File: src/rtl/noise_log_if.sv
`default_nettype none
// ============================================================================
// Module     : noise_log_if
// Description: Bundle of the noise-log FIFO write/read/status signals.
// Revision   : 1.0 - initial release
// ============================================================================
interface noise_log_if #(
    parameter int DEPTH = 16,
    parameter int WIDTH = 8
);
    logic                     store_en;
    logic [WIDTH-1:0]         voltage;
    logic                     clear;
    logic                     rd_en;
    logic [WIDTH-1:0]         rd_data;
    logic                     rd_valid;
    logic                     empty;
    logic                     full;
    logic [$clog2(DEPTH):0]   count;
    logic                     overflow;
    logic [WIDTH-1:0]         first_hit;
    logic                     hit_valid;

    modport master (
        output store_en, voltage, clear, rd_en,
        input  rd_data, rd_valid, empty, full, count, overflow, first_hit, hit_valid
    );

    modport slave (
        input  store_en, voltage, clear, rd_en,
        output rd_data, rd_valid, empty, full, count, overflow, first_hit, hit_valid
    );
endinterface
`default_nettype wire

File: src/rtl/noise_log.sv
`default_nettype none
// ============================================================================
// Module     : noise_log
// Description: FIFO log of DAC codes at which noise was detected, with sticky
//              overflow flag and capture of the first logged voltage.
// Revision   : 1.0 - initial release
// ============================================================================
module noise_log #(
    parameter int DEPTH = 16,
    parameter int WIDTH = 8
) (
    input  wire             clk,
    input  wire             reset,
    noise_log_if.slave      bus
);
    localparam int c_AW = $clog2(DEPTH);
    localparam int c_CW = c_AW + 1;

    logic [WIDTH-1:0] r_mem [DEPTH];
    logic [c_AW-1:0]  r_head;
    logic [c_AW-1:0]  r_tail;
    logic [c_CW-1:0]  r_count;
    logic             r_empty;
    logic             r_full;
    logic             r_overflow;
    logic             r_rd_valid;
    logic [WIDTH-1:0] r_rd_data;
    logic [WIDTH-1:0] r_first_hit;
    logic             r_hit_valid;

    logic             w_rd_acc;
    logic             w_wr_acc;
    logic [c_CW-1:0]  w_count_nxt;

    // A read frees a slot in the same cycle, so a full buffer still accepts a
    // write when it is paired with a read; an empty buffer never falls through.
    assign w_rd_acc = bus.rd_en && !r_empty;
    assign w_wr_acc = bus.store_en && (!r_full || bus.rd_en);

    always_comb begin
        w_count_nxt = r_count;
        case ({w_wr_acc, w_rd_acc})
            2'b10:   w_count_nxt = r_count + c_CW'(1);
            2'b01:   w_count_nxt = r_count - c_CW'(1);
            default: w_count_nxt = r_count;
        endcase
    end

    always_ff @(posedge clk) begin
        if (!reset && !bus.clear && w_wr_acc) begin
            r_mem[r_tail] <= bus.voltage;
        end
    end

    always_ff @(posedge clk) begin
        if (reset) begin
            r_head      <= '0;
            r_tail      <= '0;
            r_count     <= '0;
            r_empty     <= 1'b1;
            r_full      <= 1'b0;
            r_overflow  <= 1'b0;
            r_rd_valid  <= 1'b0;
            r_rd_data   <= '0;
            r_first_hit <= '0;
            r_hit_valid <= 1'b0;
        end else if (bus.clear) begin
            r_head      <= '0;
            r_tail      <= '0;
            r_count     <= '0;
            r_empty     <= 1'b1;
            r_full      <= 1'b0;
            r_overflow  <= 1'b0;
            r_rd_valid  <= 1'b0;
            r_hit_valid <= 1'b0;
        end else begin
            r_rd_valid <= w_rd_acc;
            if (w_rd_acc) begin
                r_rd_data <= r_mem[r_head];
                r_head    <= r_head + c_AW'(1);
            end
            if (w_wr_acc) begin
                r_tail <= r_tail + c_AW'(1);
                if (!r_hit_valid) begin
                    r_first_hit <= bus.voltage;
                    r_hit_valid <= 1'b1;
                end
            end
            if (bus.store_en && !w_wr_acc) begin
                r_overflow <= 1'b1;
            end
            r_count <= w_count_nxt;
            r_empty <= (w_count_nxt == '0);
            r_full  <= (w_count_nxt == c_CW'(DEPTH));
        end
    end

    assign bus.rd_data   = r_rd_data;
    assign bus.rd_valid  = r_rd_valid;
    assign bus.empty     = r_empty;
    assign bus.full      = r_full;
    assign bus.count     = r_count;
    assign bus.overflow  = r_overflow;
    assign bus.first_hit = r_first_hit;
    assign bus.hit_valid = r_hit_valid;
endmodule
`default_nettype wire

File: src/flat_wrapper.sv
// flat-port wrapper written by rule: the top's interface ports become plain ports
module noise_log_flat 
#(
    parameter int DEPTH = 16,
    parameter int WIDTH = 8
)
  (clk, reset, bus_store_en, bus_voltage, bus_clear, bus_rd_en, bus_rd_data, bus_rd_valid, bus_empty, bus_full, bus_count, bus_overflow, bus_first_hit, bus_hit_valid);
  noise_log_if #(.DEPTH(DEPTH), .WIDTH(WIDTH)) bus_i ();
  input  wire clk;
  input  wire reset;
  input wire logic [$bits(bus_i.store_en)-1:0] bus_store_en;
  input wire logic [$bits(bus_i.voltage)-1:0] bus_voltage;
  input wire logic [$bits(bus_i.clear)-1:0] bus_clear;
  input wire logic [$bits(bus_i.rd_en)-1:0] bus_rd_en;
  output wire logic [$bits(bus_i.rd_data)-1:0] bus_rd_data;
  output wire logic [$bits(bus_i.rd_valid)-1:0] bus_rd_valid;
  output wire logic [$bits(bus_i.empty)-1:0] bus_empty;
  output wire logic [$bits(bus_i.full)-1:0] bus_full;
  output wire logic [$bits(bus_i.count)-1:0] bus_count;
  output wire logic [$bits(bus_i.overflow)-1:0] bus_overflow;
  output wire logic [$bits(bus_i.first_hit)-1:0] bus_first_hit;
  output wire logic [$bits(bus_i.hit_valid)-1:0] bus_hit_valid;
  assign bus_i.store_en = bus_store_en;
  assign bus_i.voltage = bus_voltage;
  assign bus_i.clear = bus_clear;
  assign bus_i.rd_en = bus_rd_en;
  assign bus_rd_data = bus_i.rd_data;
  assign bus_rd_valid = bus_i.rd_valid;
  assign bus_empty = bus_i.empty;
  assign bus_full = bus_i.full;
  assign bus_count = bus_i.count;
  assign bus_overflow = bus_i.overflow;
  assign bus_first_hit = bus_i.first_hit;
  assign bus_hit_valid = bus_i.hit_valid;
  noise_log #(.DEPTH(DEPTH), .WIDTH(WIDTH)) u_core (.clk(clk), .reset(reset), .bus(bus_i));
endmodule
File: config.mk
export PLATFORM = sky130hd
export DESIGN_NAME = noise_log_flat
export DESIGN_NICKNAME = d
export VERILOG_FILES = /design/src/rtl/noise_log_if.sv /design/src/rtl/noise_log.sv /design/src/flat_wrapper.sv
export SDC_FILE = /design/constraint.sdc
export NUM_CORES = 1
export LEC_CHECK = 0
export BUFFER_PORTS_ARGS = -buffer_cell sky130_fd_sc_hd__buf_2
export CORE_MARGIN = 2
export CORE_UTILIZATION = 55
export DETAILED_ROUTE_END_ITERATION = 8
export GPL_TIMING_DRIVEN = 0
export PLACE_DENSITY = 0.73
export REMOVE_ABC_BUFFERS = 1
export SYNTH_ARGS = -nofsm -noshare
export SYNTH_HDL_FRONTEND = slang
export SYNTH_SLANG_ARGS = --single-unit
File: constraint.sdc
create_clock -name clk -period 5.32 [get_ports clk]
set_clock_uncertainty 0.15 [all_clocks]
set_input_delay 1.064 -clock clk [delete_from_list [all_inputs] [get_ports clk]]
set_output_delay 1.064 -clock clk [all_outputs]
set_load 0.01 [all_outputs]
Word level (Yosys, flattened, before mapping)

Memories as Yosys holds them, arrays and structs flattened. A register that Yosys moved wholly into a read port is not among the register bits.
Cells that the tools add are included.

Bits in registers: 26
Bits in writable memories: 128
Input bits: 13
Word-level logic and storage cells: 37
Memories kept: 1

$add $sub $neg: 4
Equal/unequal tests: 3
Muxes and demuxes: 3
Bitwise logic cells: 2
Reductions and logical operators: 15

Memory list:

| memory       | words | bits a word | rd ports | clocked after memory_dff | write ports | line            | RTL |
|---|---|---|---|---|---|---|---|
| u_core.r_mem | 16    | 8           | 1        | 1                        | 1           | noise_log.sv:19 | `logic [WIDTH-1:0] r_mem [DEPTH];` |

Operators with widths:

| cell                                                | number |
|---|---|
| case mux 5 bit (2 select lines)                     | 1 |
| adder 4 x 1 -> 4 bit, second input constant         | 2 |
| adder 5 x 1 -> 5 bit, second input constant         | 1 |
| equality test 5 bit, second input constant          | 1 |
| logical AND 1 bit                                   | 5 |
| zero test 1 bit                                     | 5 |
| zero test 5 bit                                     | 1 |
| subtractor 5 x 1 -> 5 bit, second input constant    | 1 |
| AND reduction 3 bit                                 | 1 |
| equality test 2 x 1 -> 1 bit, second input constant | 1 |
| equality test 2 bit, second input constant          | 1 |
| two-way mux 1 bit                                   | 2 |
| inverter 1 bit                                      | 2 |
| AND reduction 2 bit                                 | 1 |
| OR reduction 2 bit                                  | 1 |
| logical OR 1 bit                                    | 1 |

Longest topological paths before layout

Gate-level depths: netlist of the first run.

Depth after elaboration: 6
Gate-level depth with buffers: 13
Mapped depth without buffers: 11

Least setup slack after synthesis of the first run

No wires, ideal clock.

Kind: in2reg
Start point: input port bus_rd_en
End point: register u_core.r_full (netlist: u_core.bus.full)
Arrival: 3038 ps
Slack: 2053 ps
Cell stages on the path: 13
Path buffers: 2
Path through: nand2b_1 > and2_1 > buf_2 > inv_1 > ha_1 > buf_2 > xor2_1 > ha_1 > a21oi_1 > mux2i_1 > xor2_1 > o311ai_1 > nor3b_1

Word-level cells in the longest chain between the ends: 5
Elaborated cells between the ends (all ways): 7
Those cells by class: 3 x eq/ne; 1 x mux; 3 x reduce/logical

Ends and longest elaborated chain:

| item                                                                | line               | RTL |
|---|---|---|
| start, declared                                                     | flat_wrapper.sv:14 | `input wire logic [$bits(bus_i.rd_en)-1:0] bus_rd_en;` |
| logical OR 1 bit                                                    | noise_log.sv:38    | `assign w_wr_acc = bus.store_en && (!r_full \|\| bus.rd_en);` |
| logical AND 1 bit                                                   | noise_log.sv:38    |  |
| equality test 2 x 1 -> 1 bit or equality test 2 bit (tied branches) | noise_log.sv:42    | `case ({w_wr_acc, w_rd_acc})` |
| case mux 5 bit (2 select lines) *                                   | noise_log.sv:42    |  |
| equality test 5 bit *                                               | noise_log.sv:94    | `r_full <= (w_count_nxt == c_CW'(DEPTH));` |
| end signal, assigned                                                | noise_log.sv:94    |  |
| end, declared                                                       | noise_log.sv:24    | `logic r_full;` |

Mark *: on every way between the ends. The rest lies on a longest branch, timed or not.
A chain may end at the register's enable or synchronous reset.

Worst setup path after layout of the first run

Same ends and word-level chain as after synthesis.

==> flow_results.xml, run 1 <==
<?xml version="1.0" encoding="UTF-8"?>
<metrics>
  <group name="placed_design">
    <metric name="hpwl" unit="microns">7806</metric>
    <metric name="io_buffer_count" unit="">38</metric>
    <metric name="gp_routability_congestion" unit="">0.8052</metric>
    <metric name="placement.setup.worst_slack" unit="ns">1.434</metric>
  </group>
  <group name="clocking">
    <metric name="cts-root-to-sink-buffers" unit="">2</metric>
    <metric name="clkSlewWorstSetupHoldPaths" unit="ns">0.06</metric>
    <metric name="clock_sink_count" unit="">162</metric>
    <metric name="root_buffer" unit="">sky130_fd_sc_hd__clkbuf_16</metric>
    <metric name="hold_buffers" unit="">0</metric>
    <metric name="cts_resized" unit="">0</metric>
    <metric name="cts_buffers" unit="">17</metric>
    <metric name="post-cts-setup-buffers" unit="">0</metric>
    <metric name="clkLatencyLatePin" unit="ns">0.43</metric>
    <metric name="cts_tree" unit="">done</metric>
    <metric name="cts_htree_levels" unit="">4</metric>
  </group>
  <group name="critical_path">
    <metric name="timing.reg2reg.setup_slack" unit="ns">2.36</metric>
    <metric name="critPathRequiredTime" unit="ns">5.50</metric>
    <metric name="family_with_the_most_delay_on_the_worst_path" unit="">simple AND/OR/NAND/NOR gates</metric>
    <metric name="worst_r2r_endpoint" unit="">u_core.bus.full</metric>
    <metric name="critical_path.n_buffers_inverters" unit="">1</metric>
    <metric name="critical_path.max_fanout" unit="">10</metric>
    <metric name="criticalPathCategory" unit="">in2reg</metric>
    <metric name="timing.critical_path.slowest_stage_cell" unit="">sky130_fd_sc_hd__nor2b_1</metric>
    <metric name="r2r_cells" unit="">9</metric>
    <metric name="worst_r2r_startpoint" unit="">u_core.bus.empty</metric>
    <metric name="critical_path.max_stage_delay" unit="ns">0.55</metric>
    <metric name="cp_data_arrival_time" unit="ns">3.59</metric>
    <metric name="startpoint_type" unit="">primary input</metric>
    <metric name="cp_cell_sequence" unit="">buf_2 &gt; nor2b_1 &gt; ha_1 &gt; xor2_1 &gt; ha_1 &gt; a21oi_1 &gt; mux2i_1 &gt; xor2_1 &gt; o311ai_1 &gt; nor3b_1</metric>
    <metric name="worst_setup_path_end_kind" unit="">flip-flop</metric>
  </group>
  <group name="global_route">
    <metric name="global_route.usage.total" unit="%">21.55</metric>
    <metric name="wire_length_of_the_first_global_routing_pass" unit="microns">19530</metric>
    <metric name="maximum_number_of_pins_on_one_net_before_global_route_repair" unit="">36</metric>
    <metric name="grt-ovfl-total" unit="">0</metric>
    <metric name="initial_antenna_violation_count" unit="">0</metric>
    <metric name="first_global_vias" unit="">3468</metric>
  </group>
  <group name="min_path">
    <metric name="worstHoldEndpoint" unit="">u_core.bus.overflow</metric>
    <metric name="worstHoldPathType" unit="">reg2reg</metric>
    <metric name="hold_path.startpoint" unit="">u_core.bus.overflow</metric>
    <metric name="hold_path_depth" unit="">2</metric>
  </group>
  <group name="timing">
    <metric name="max_freq" unit="GHz">0.2936</metric>
    <metric name="report.final.setup_viol" unit="">0</metric>
    <metric name="worst_pin_slew" unit="ns">1.006</metric>
    <metric name="relative_slew_margins" unit="%">32.67</metric>
    <metric name="grt_setup_unrepaired" unit="">no</metric>
    <metric name="count_of_final_hold_check_violations" unit="">0</metric>
    <metric name="final_max_slew_viol_count" unit="">0</metric>
    <metric name="finalCriticalPeriod" unit="ns">3.406</metric>
    <metric name="layout_worst_path_cycle_share" unit="%">64.03</metric>
    <metric name="final.setup.worst_slack" unit="ns">1.914</metric>
    <metric name="totalNegativeSetupSlack" unit="ns">0</metric>
  </group>
  <group name="route">
    <metric name="drt_pass1_iterations" unit="">5</metric>
    <metric name="finalWirelength" unit="microns">12750</metric>
    <metric name="via_cell_ratio" unit="">6.104</metric>
    <metric name="drt.antenna.violating_nets" unit="">0</metric>
    <metric name="route.vias.total" unit="">3522</metric>
    <metric name="initialDrtViolationCount" unit="">383</metric>
    <metric name="routedWlPerCell" unit="microns">22.09</metric>
    <metric name="route.detailed.drc" unit="">0</metric>
  </group>
  <group name="run_status">
    <metric name="outcome" unit="">finished, final reports clean</metric>
  </group>
  <group name="finish">
    <metric name="area_delta_synth_final" unit="%">13.03</metric>
    <metric name="layout.nets" unit="">443</metric>
    <metric name="post_route_cells_drive_above_1_share" unit="%">23.73</metric>
    <metric name="antenna_cells" unit="">0</metric>
    <metric name="sequential_cell_area" unit="sq mm">0.004527</metric>
    <metric name="final_core_utilization" unit="%">64.07</metric>
    <metric name="final.fill_count" unit="">769</metric>
    <metric name="multiInputGateArea" unit="sq mm">0.001785</metric>
  </group>
  <group name="die">
    <metric name="die_width" unit="microns">112.7</metric>
    <metric name="top_ports" unit="">39</metric>
    <metric name="die_height" unit="microns">112.7</metric>
    <metric name="floorplan.initialDensity" unit="%">56.68</metric>
    <metric name="std_cell_rows" unit="">39</metric>
    <metric name="coreArea" unit="sq mm">0.01147</metric>
    <metric name="floorplan.die_area" unit="sq mm">0.01270</metric>
  </group>
  <group name="run">
    <metric name="max-cap-violations" unit="">0</metric>
  </group>
  <group name="synthesis">
    <metric name="syn-cell-area" unit="sq mm">0.006500</metric>
    <metric name="ys_types" unit="">44</metric>
    <metric name="postSynthRegisterBits" unit="">162</metric>
    <metric name="netlist_instances" unit="">386</metric>
    <metric name="synth-warning-count" unit="">0</metric>
    <metric name="synth_area_per_cell" unit="sq um">16.84</metric>
    <metric name="synth-seq-area-share" unit="%">69.61</metric>
  </group>
  <group name="power">
    <metric name="pwr_density_cell" unit="mW/mm^2">366.4</metric>
    <metric name="p_leak" unit="nW">2.557</metric>
    <metric name="irDropWorstVdd" unit="mV">0.2780</metric>
  </group>
</metrics>
-- logic make-up (layout without fill, tap and decap cells) --
group,Yosys count,after routing,share of synthesized area (%)
buffers and inverters,33,81,3.234
multiplexers,44,44,13.40
XOR/XNOR,11,11,1.482
AO/OA/AOI/OAI,43,43,4.293
flip-flops,162,162,69.61
AND/OR/NAND/NOR,84,84,6.256
adder cells (fa/ha/maj),9,9,1.732
-- cell usage in the layout (no fill, tap or decap), drive strengths merged, types with 2 or more instances in the layout --
master,instances
clkinv,4
nand3,2
ha,9
mux4,32
buf,39
nor3b,2
mux2i,12
and2,7
clkinvlp,6
clkbuf,20
nand4,2
dfxtp,34
xnor2,4
bufinv,3
xor2,7
a211oi,2
nand2,6
a21oi,18
edfxtp,128
nor3,6
nor2,45
nor2b,3
o21ai,2
inv,9
a22oi,16
nand2b,2
-- synthesized netlist by cell type (all sizes together) --
master | number | area (sq um)
edfxtp | 128 | 3844
nor2 | 45 | 168.9
dfxtp | 34 | 680.7
mux4 | 32 | 750.7
a21oi | 18 | 90.09
a22oi | 16 | 120.1
buf | 16 | 120.1
mux2i | 12 | 120.1
ha | 9 | 112.6
inv | 9 | 33.78
and2 | 7 | 43.79
xor2 | 7 | 61.31
clkbuf | 6 | 36.28
nand2 | 6 | 22.52
nor3 | 6 | 30.03
xnor2 | 4 | 35.03
nor2b | 3 | 18.77
a211oi | 2 | 20.02
clkdlybuf4s25 | 2 | 20.02
nand2b | 2 | 12.51
nand3 | 2 | 10.01
nand4 | 2 | 12.51
nor3b | 2 | 15.01
o21ai | 2 | 10.01
a21o | 1 | 7.510
a31oi | 1 | 6.260
and2b | 1 | 7.510
and3 | 1 | 6.260
and4b | 1 | 10.01
and4bb | 1 | 12.51
nor4 | 1 | 6.260
nor4bb | 1 | 10.01
o2111ai | 1 | 8.760
o211ai | 1 | 7.510
o311ai | 1 | 8.760
or2 | 1 | 6.260
or3 | 1 | 6.260
or4 | 1 | 7.510
-- report_power, final --
part	internal, mW	switching, mW
clock	0.747	0.480
sequential	1.37	0.00706
combinational	0.0310	0.0530
total	2.15	0.540
-- worst max-delay path by stage --
stage / startpoint / end / slack, ns / depth (start not counted)
4_1_cts: reset / u_core.r_mem[8][1] / 1.85 / 5
2_1_floorplan: bus_rd_en / u_core.bus.full / 2.12 / 11
6_report: bus_rd_en / u_core.bus.full / 1.91 / 10
5_1_grt: bus_rd_en / u_core.bus.full / 1.70 / 10
3_5_place_dp: bus_rd_en / u_core.bus.full / 1.43 / 10
3_3_place_gp: reset / u_core.r_mem[15][5] / 1.49 / 5
-- through the flow --
step / cells / hold slack (ns) / power, mW / area, sq um
finish: 577 / 0.3309 / 2.692 / 7347
global route: 577 / 0.3624 / 2.771 / 7347
CTS: 576 / 0.3308 / 2.708 / 7325
detailed placement: 544 / 0.3031 / 1.492 / 6720
global placement: 543 / 0.3010 / 1.488 / 6693
floorplan: 362 / 0.3317 / 1.452 / 6324
-- state kept, by name, indices dropped and copies added, names as in the netlist --
signal / cells
u_core.bus.hit_valid: 1
u_core.bus.empty: 1
u_core.bus.rd_data: 8
u_core.bus.rd_valid: 1
u_core.r_mem: 128
u_core.r_head: 4
u_core.bus.overflow: 1
u_core.r_tail: 4
u_core.bus.full: 1
u_core.bus.first_hit: 8
u_core.bus.count: 5
-- worst min-delay path: stages, from the launching register on --
cell and delay [ns]:
sky130_fd_sc_hd__dfxtp_1 0.32, sky130_fd_sc_hd__a31oi_1 0.04, sky130_fd_sc_hd__nor2_1 0.08
-- per-layer routing --
| metal | up-vias | track usage [%] | share of wire [%] |
|---|---|---|---|
| li1 | 1564 | - | - |
| met4 | 0 | 9.431 | 2.1 |
| met5 | - | 0 | 0 |
| met3 | 22 | 6.535 | 7.4 |
| met2 | 156 | 34.89 | 50 |
| met1 | 1780 | 27.26 | 40 |
-- area by class of cell --
class                   instances  share of cell area [%]
clock buffers                  19                   6.029
clock inverters                13                   2.197
inverters                       9                  0.4598
multi-input cells             191                   24.30
flip-flops and latches        162                   61.61
well taps                     143                   2.435
repair buffers                 40                   2.963
(Power assumes the default switching activity.)
==> inputs of run 2 (changes only) <==
--- a/config.mk
+++ b/config.mk
@@ -7,10 +7,10 @@
 export LEC_CHECK = 0
 export BUFFER_PORTS_ARGS = -buffer_cell sky130_fd_sc_hd__buf_2
 export CORE_MARGIN = 2
-export CORE_UTILIZATION = 55
+export CORE_UTILIZATION = 54
 export DETAILED_ROUTE_END_ITERATION = 8
 export GPL_TIMING_DRIVEN = 0
-export PLACE_DENSITY = 0.73
+export PLACE_DENSITY = 0.75
 export REMOVE_ABC_BUFFERS = 1
 export SYNTH_ARGS = -nofsm -noshare
 export SYNTH_HDL_FRONTEND = slang
==> constraint.sdc (replaced) <==
create_clock -name clk -period 3.06 [get_ports clk]
set_clock_uncertainty 0.15 [all_clocks]
set_input_delay 0.612 -clock clk [delete_from_list [all_inputs] [get_ports clk]]
set_output_delay 0.612 -clock clk [all_outputs]
set_load 0.01 [all_outputs]
==> run 2 against run 1 <==
  * Wire length decreased by 4.2%
  * Clock power grew 66%
  * Setup slack got worse by 1.7 ns
  * First-iteration DRC count fell by 9.7%
  * Die area is 1.8% higher
  * Worst hold slack worse by 0.031 ns
  * Critical endpoint is now u_core.r_mem[11][5]
  * Power up 71%
  * Flip-flop and latch count is the same
  * Utilization shrank 2.5 points
  * Global-route usage shrank 1.2 points
  * Cell area is 0.60% lower
  * Largest cell class unchanged
==> flow_results.xml, run 2 (synthesis results as in run 1) <==
<?xml version="1.0" encoding="UTF-8"?>
<metrics>
  <group name="run">
    <metric name="max-cap-violations" unit="">0</metric>
  </group>
  <group name="clocking">
    <metric name="cts_tree" unit="">done</metric>
    <metric name="cts_buffers" unit="">17</metric>
    <metric name="clkSlewWorstSetupHoldPaths" unit="ns">0.06</metric>
    <metric name="root_buffer" unit="">sky130_fd_sc_hd__clkbuf_16</metric>
    <metric name="clkLatencyLatePin" unit="ns">0.43</metric>
    <metric name="clock_sink_count" unit="">162</metric>
    <metric name="cts_htree_levels" unit="">4</metric>
    <metric name="hold_buffers" unit="">0</metric>
    <metric name="cts-root-to-sink-buffers" unit="">2</metric>
  </group>
  <group name="route">
    <metric name="routedWlPerCell" unit="microns">21.06</metric>
    <metric name="route.detailed.drc" unit="">0</metric>
    <metric name="via_cell_ratio" unit="">5.898</metric>
    <metric name="drt_pass1_iterations" unit="">5</metric>
    <metric name="drt.antenna.violating_nets" unit="">0</metric>
    <metric name="route.vias.total" unit="">3421</metric>
    <metric name="finalWirelength" unit="microns">12220</metric>
    <metric name="initialDrtViolationCount" unit="">346</metric>
  </group>
  <group name="die">
    <metric name="std_cell_rows" unit="">40</metric>
    <metric name="floorplan.die_area" unit="sq mm">0.01293</metric>
    <metric name="coreArea" unit="sq mm">0.01186</metric>
    <metric name="floorplan.initialDensity" unit="%">54.80</metric>
    <metric name="die_height" unit="microns">113.7</metric>
    <metric name="top_ports" unit="">39</metric>
    <metric name="die_width" unit="microns">113.7</metric>
  </group>
  <group name="placed_design">
    <metric name="io_buffer_count" unit="">38</metric>
    <metric name="hpwl" unit="microns">7575</metric>
    <metric name="post-place-cells" unit="">548</metric>
    <metric name="gp_routability_congestion" unit="">0.7749</metric>
    <metric name="post_dp_area" unit="sq mm">0.006720</metric>
  </group>
  <group name="min_path">
    <metric name="hold_path_depth" unit="">3</metric>
    <metric name="worstHoldEndpoint" unit="">u_core.bus.empty</metric>
    <metric name="worstHoldPathType" unit="">in2reg</metric>
    <metric name="hold_path.startpoint" unit="">bus_clear</metric>
  </group>
  <group name="global_route">
    <metric name="grt-ovfl-total" unit="">0</metric>
    <metric name="global_route.usage.total" unit="%">20.38</metric>
    <metric name="maximum_number_of_pins_on_one_net_before_global_route_repair" unit="">36</metric>
    <metric name="initial_antenna_violation_count" unit="">0</metric>
    <metric name="wire_length_of_the_first_global_routing_pass" unit="microns">18570</metric>
    <metric name="first_global_vias" unit="">3336</metric>
  </group>
  <group name="finish">
    <metric name="layout.cell_area.non_filler" unit="sq mm">0.007303</metric>
    <metric name="area_delta_synth_final" unit="%">12.36</metric>
    <metric name="layout.nets" unit="">442</metric>
    <metric name="post_route_cells_drive_above_1_share" unit="%">21.94</metric>
    <metric name="stdcell_count" unit="">580</metric>
    <metric name="flip_flop_count_of_the_largest_register_all_copies_and_words_added" unit="">128</metric>
    <metric name="largest-register" unit="">u_core.r_mem</metric>
    <metric name="mostFrequentLayoutCells" unit="">128 x sky130_fd_sc_hd__edfxtp_1, 45 x sky130_fd_sc_hd__nor2_1, 38 x sky130_fd_sc_hd__buf_2</metric>
    <metric name="antenna_cells" unit="">0</metric>
    <metric name="layout.cells.most_common" unit="">sky130_fd_sc_hd__edfxtp_1</metric>
  </group>
  <group name="timing">
    <metric name="final_max_slew_viol_count" unit="">0</metric>
    <metric name="layout_worst_path_cycle_share" unit="%">92.68</metric>
    <metric name="report.final.setup_viol" unit="">0</metric>
    <metric name="max_freq" unit="GHz">0.3526</metric>
    <metric name="hold_ws" unit="ns">0.3002</metric>
    <metric name="count_of_final_hold_check_violations" unit="">0</metric>
    <metric name="worst_pin_slew" unit="ns">1.349</metric>
    <metric name="finalCriticalPeriod" unit="ns">2.836</metric>
    <metric name="grt_setup_unrepaired" unit="">no</metric>
    <metric name="relative_slew_margins" unit="%">9.343</metric>
  </group>
  <group name="critical_path">
    <metric name="timing.reg2reg.setup_slack" unit="ns">0.31</metric>
    <metric name="critPathRequiredTime" unit="ns">2.95</metric>
    <metric name="startpoint_type" unit="">primary input</metric>
    <metric name="criticalPathCategory" unit="">in2reg</metric>
    <metric name="r2r_cells" unit="">6</metric>
    <metric name="worst_setup_path_end_kind" unit="">flip-flop</metric>
    <metric name="worst_r2r_startpoint" unit="">u_core.bus.full</metric>
    <metric name="worst_r2r_endpoint" unit="">u_core.r_mem[11][5]</metric>
    <metric name="critical_path.max_fanout" unit="">19</metric>
    <metric name="cp_data_arrival_time" unit="ns">2.72</metric>
  </group>
  <group name="run_status">
    <metric name="outcome" unit="">finished, final reports clean</metric>
  </group>
  <group name="power">
    <metric name="p_total" unit="mW">4.594</metric>
    <metric name="irDropWorstVdd" unit="mV">0.3174</metric>
    <metric name="pwr_density_cell" unit="mW/mm^2">629.1</metric>
    <metric name="p_leak" unit="nW">2.556</metric>
  </group>
</metrics>
## run 2: cell types whose count changed in the layout (fill, tap and decap cells not counted), sizes merged
| cell | delta |
|---|---|
| clkinvlp | -6 |
| bufinv | -3 |
| clkbuf | +9 |
| clkinv | -1 |
## run 2: cell type report
class	count	area, sq um
clock buffer	29	564.3
clock inverter	3	13.76
fill	844	4558
inverter	9	33.78
multi-input combinational	191	1770
sequential	162	4527
tap	147	183.9
timing repair buffer	39	210.2
## run 2: per-layer routing
metal  vias up  part of all wire, %  global-route usage, %
li1       1554                    -                      -
met1      1716                   43                  28.27
met2       133                   48                  30.74
met3        18                  7.4                  5.420
met4         0                  1.6                  9.268
met5         -                    0                      0
## run 2: metrics by stage
step	setup TNS [ns]	worst slack, ns	utilization [%]
3_3_place_gp	-8.789	-0.5188	56.47
5_1_grt	0	0.09889	61.57
2_1_floorplan	0	0.2574	-
4_1_cts	0	0.1078	61.53
6_report	0	0.2239	61.57
3_5_place_dp	-7.925	-0.2734	56.66
## run 2: how the worst max path moves through the flow
stage,start,end,slack [ns]
CTS,u_core.bus.empty,u_core.bus.full,0.11
detailed placement,bus_rd_en,u_core.bus.full,-0.27
finish,reset,u_core.r_mem[11][5],0.22
global route,u_core.bus.full,u_core.bus.full,0.1
floorplan,u_core.r_head[0],u_core.bus.rd_data[1],0.26
global placement,u_core.r_head[0],u_core.bus.rd_data[1],-0.52
## run 2: worst max-delay path, stage by stage
cell and delay [ns]:
sky130_fd_sc_hd__buf_2 0.24, sky130_fd_sc_hd__or2_2 0.49, sky130_fd_sc_hd__nor2_1 0.19, sky130_fd_sc_hd__nand2_1 0.14
sky130_fd_sc_hd__nor3_1 1.04
## run 2: repair_timing
action	in CTS	in global routing
gates resized for setup	0	2
setup buffers	0	0
endpoints found under the setup margin	0	2
## run 2: power by group
| part | switching [mW] | internal [mW] | total, mW | leakage (nW) |
|---|---|---|---|---|
| registers | 0.0140 | 2.39 | 2.40 | 1.43 |
| clock network | 0.798 | 1.24 | 2.04 | 0.285 |
| logic | 0.0962 | 0.0543 | 0.150 | 0.843 |
| total | 0.908 | 3.69 | 4.59 | 2.56 |
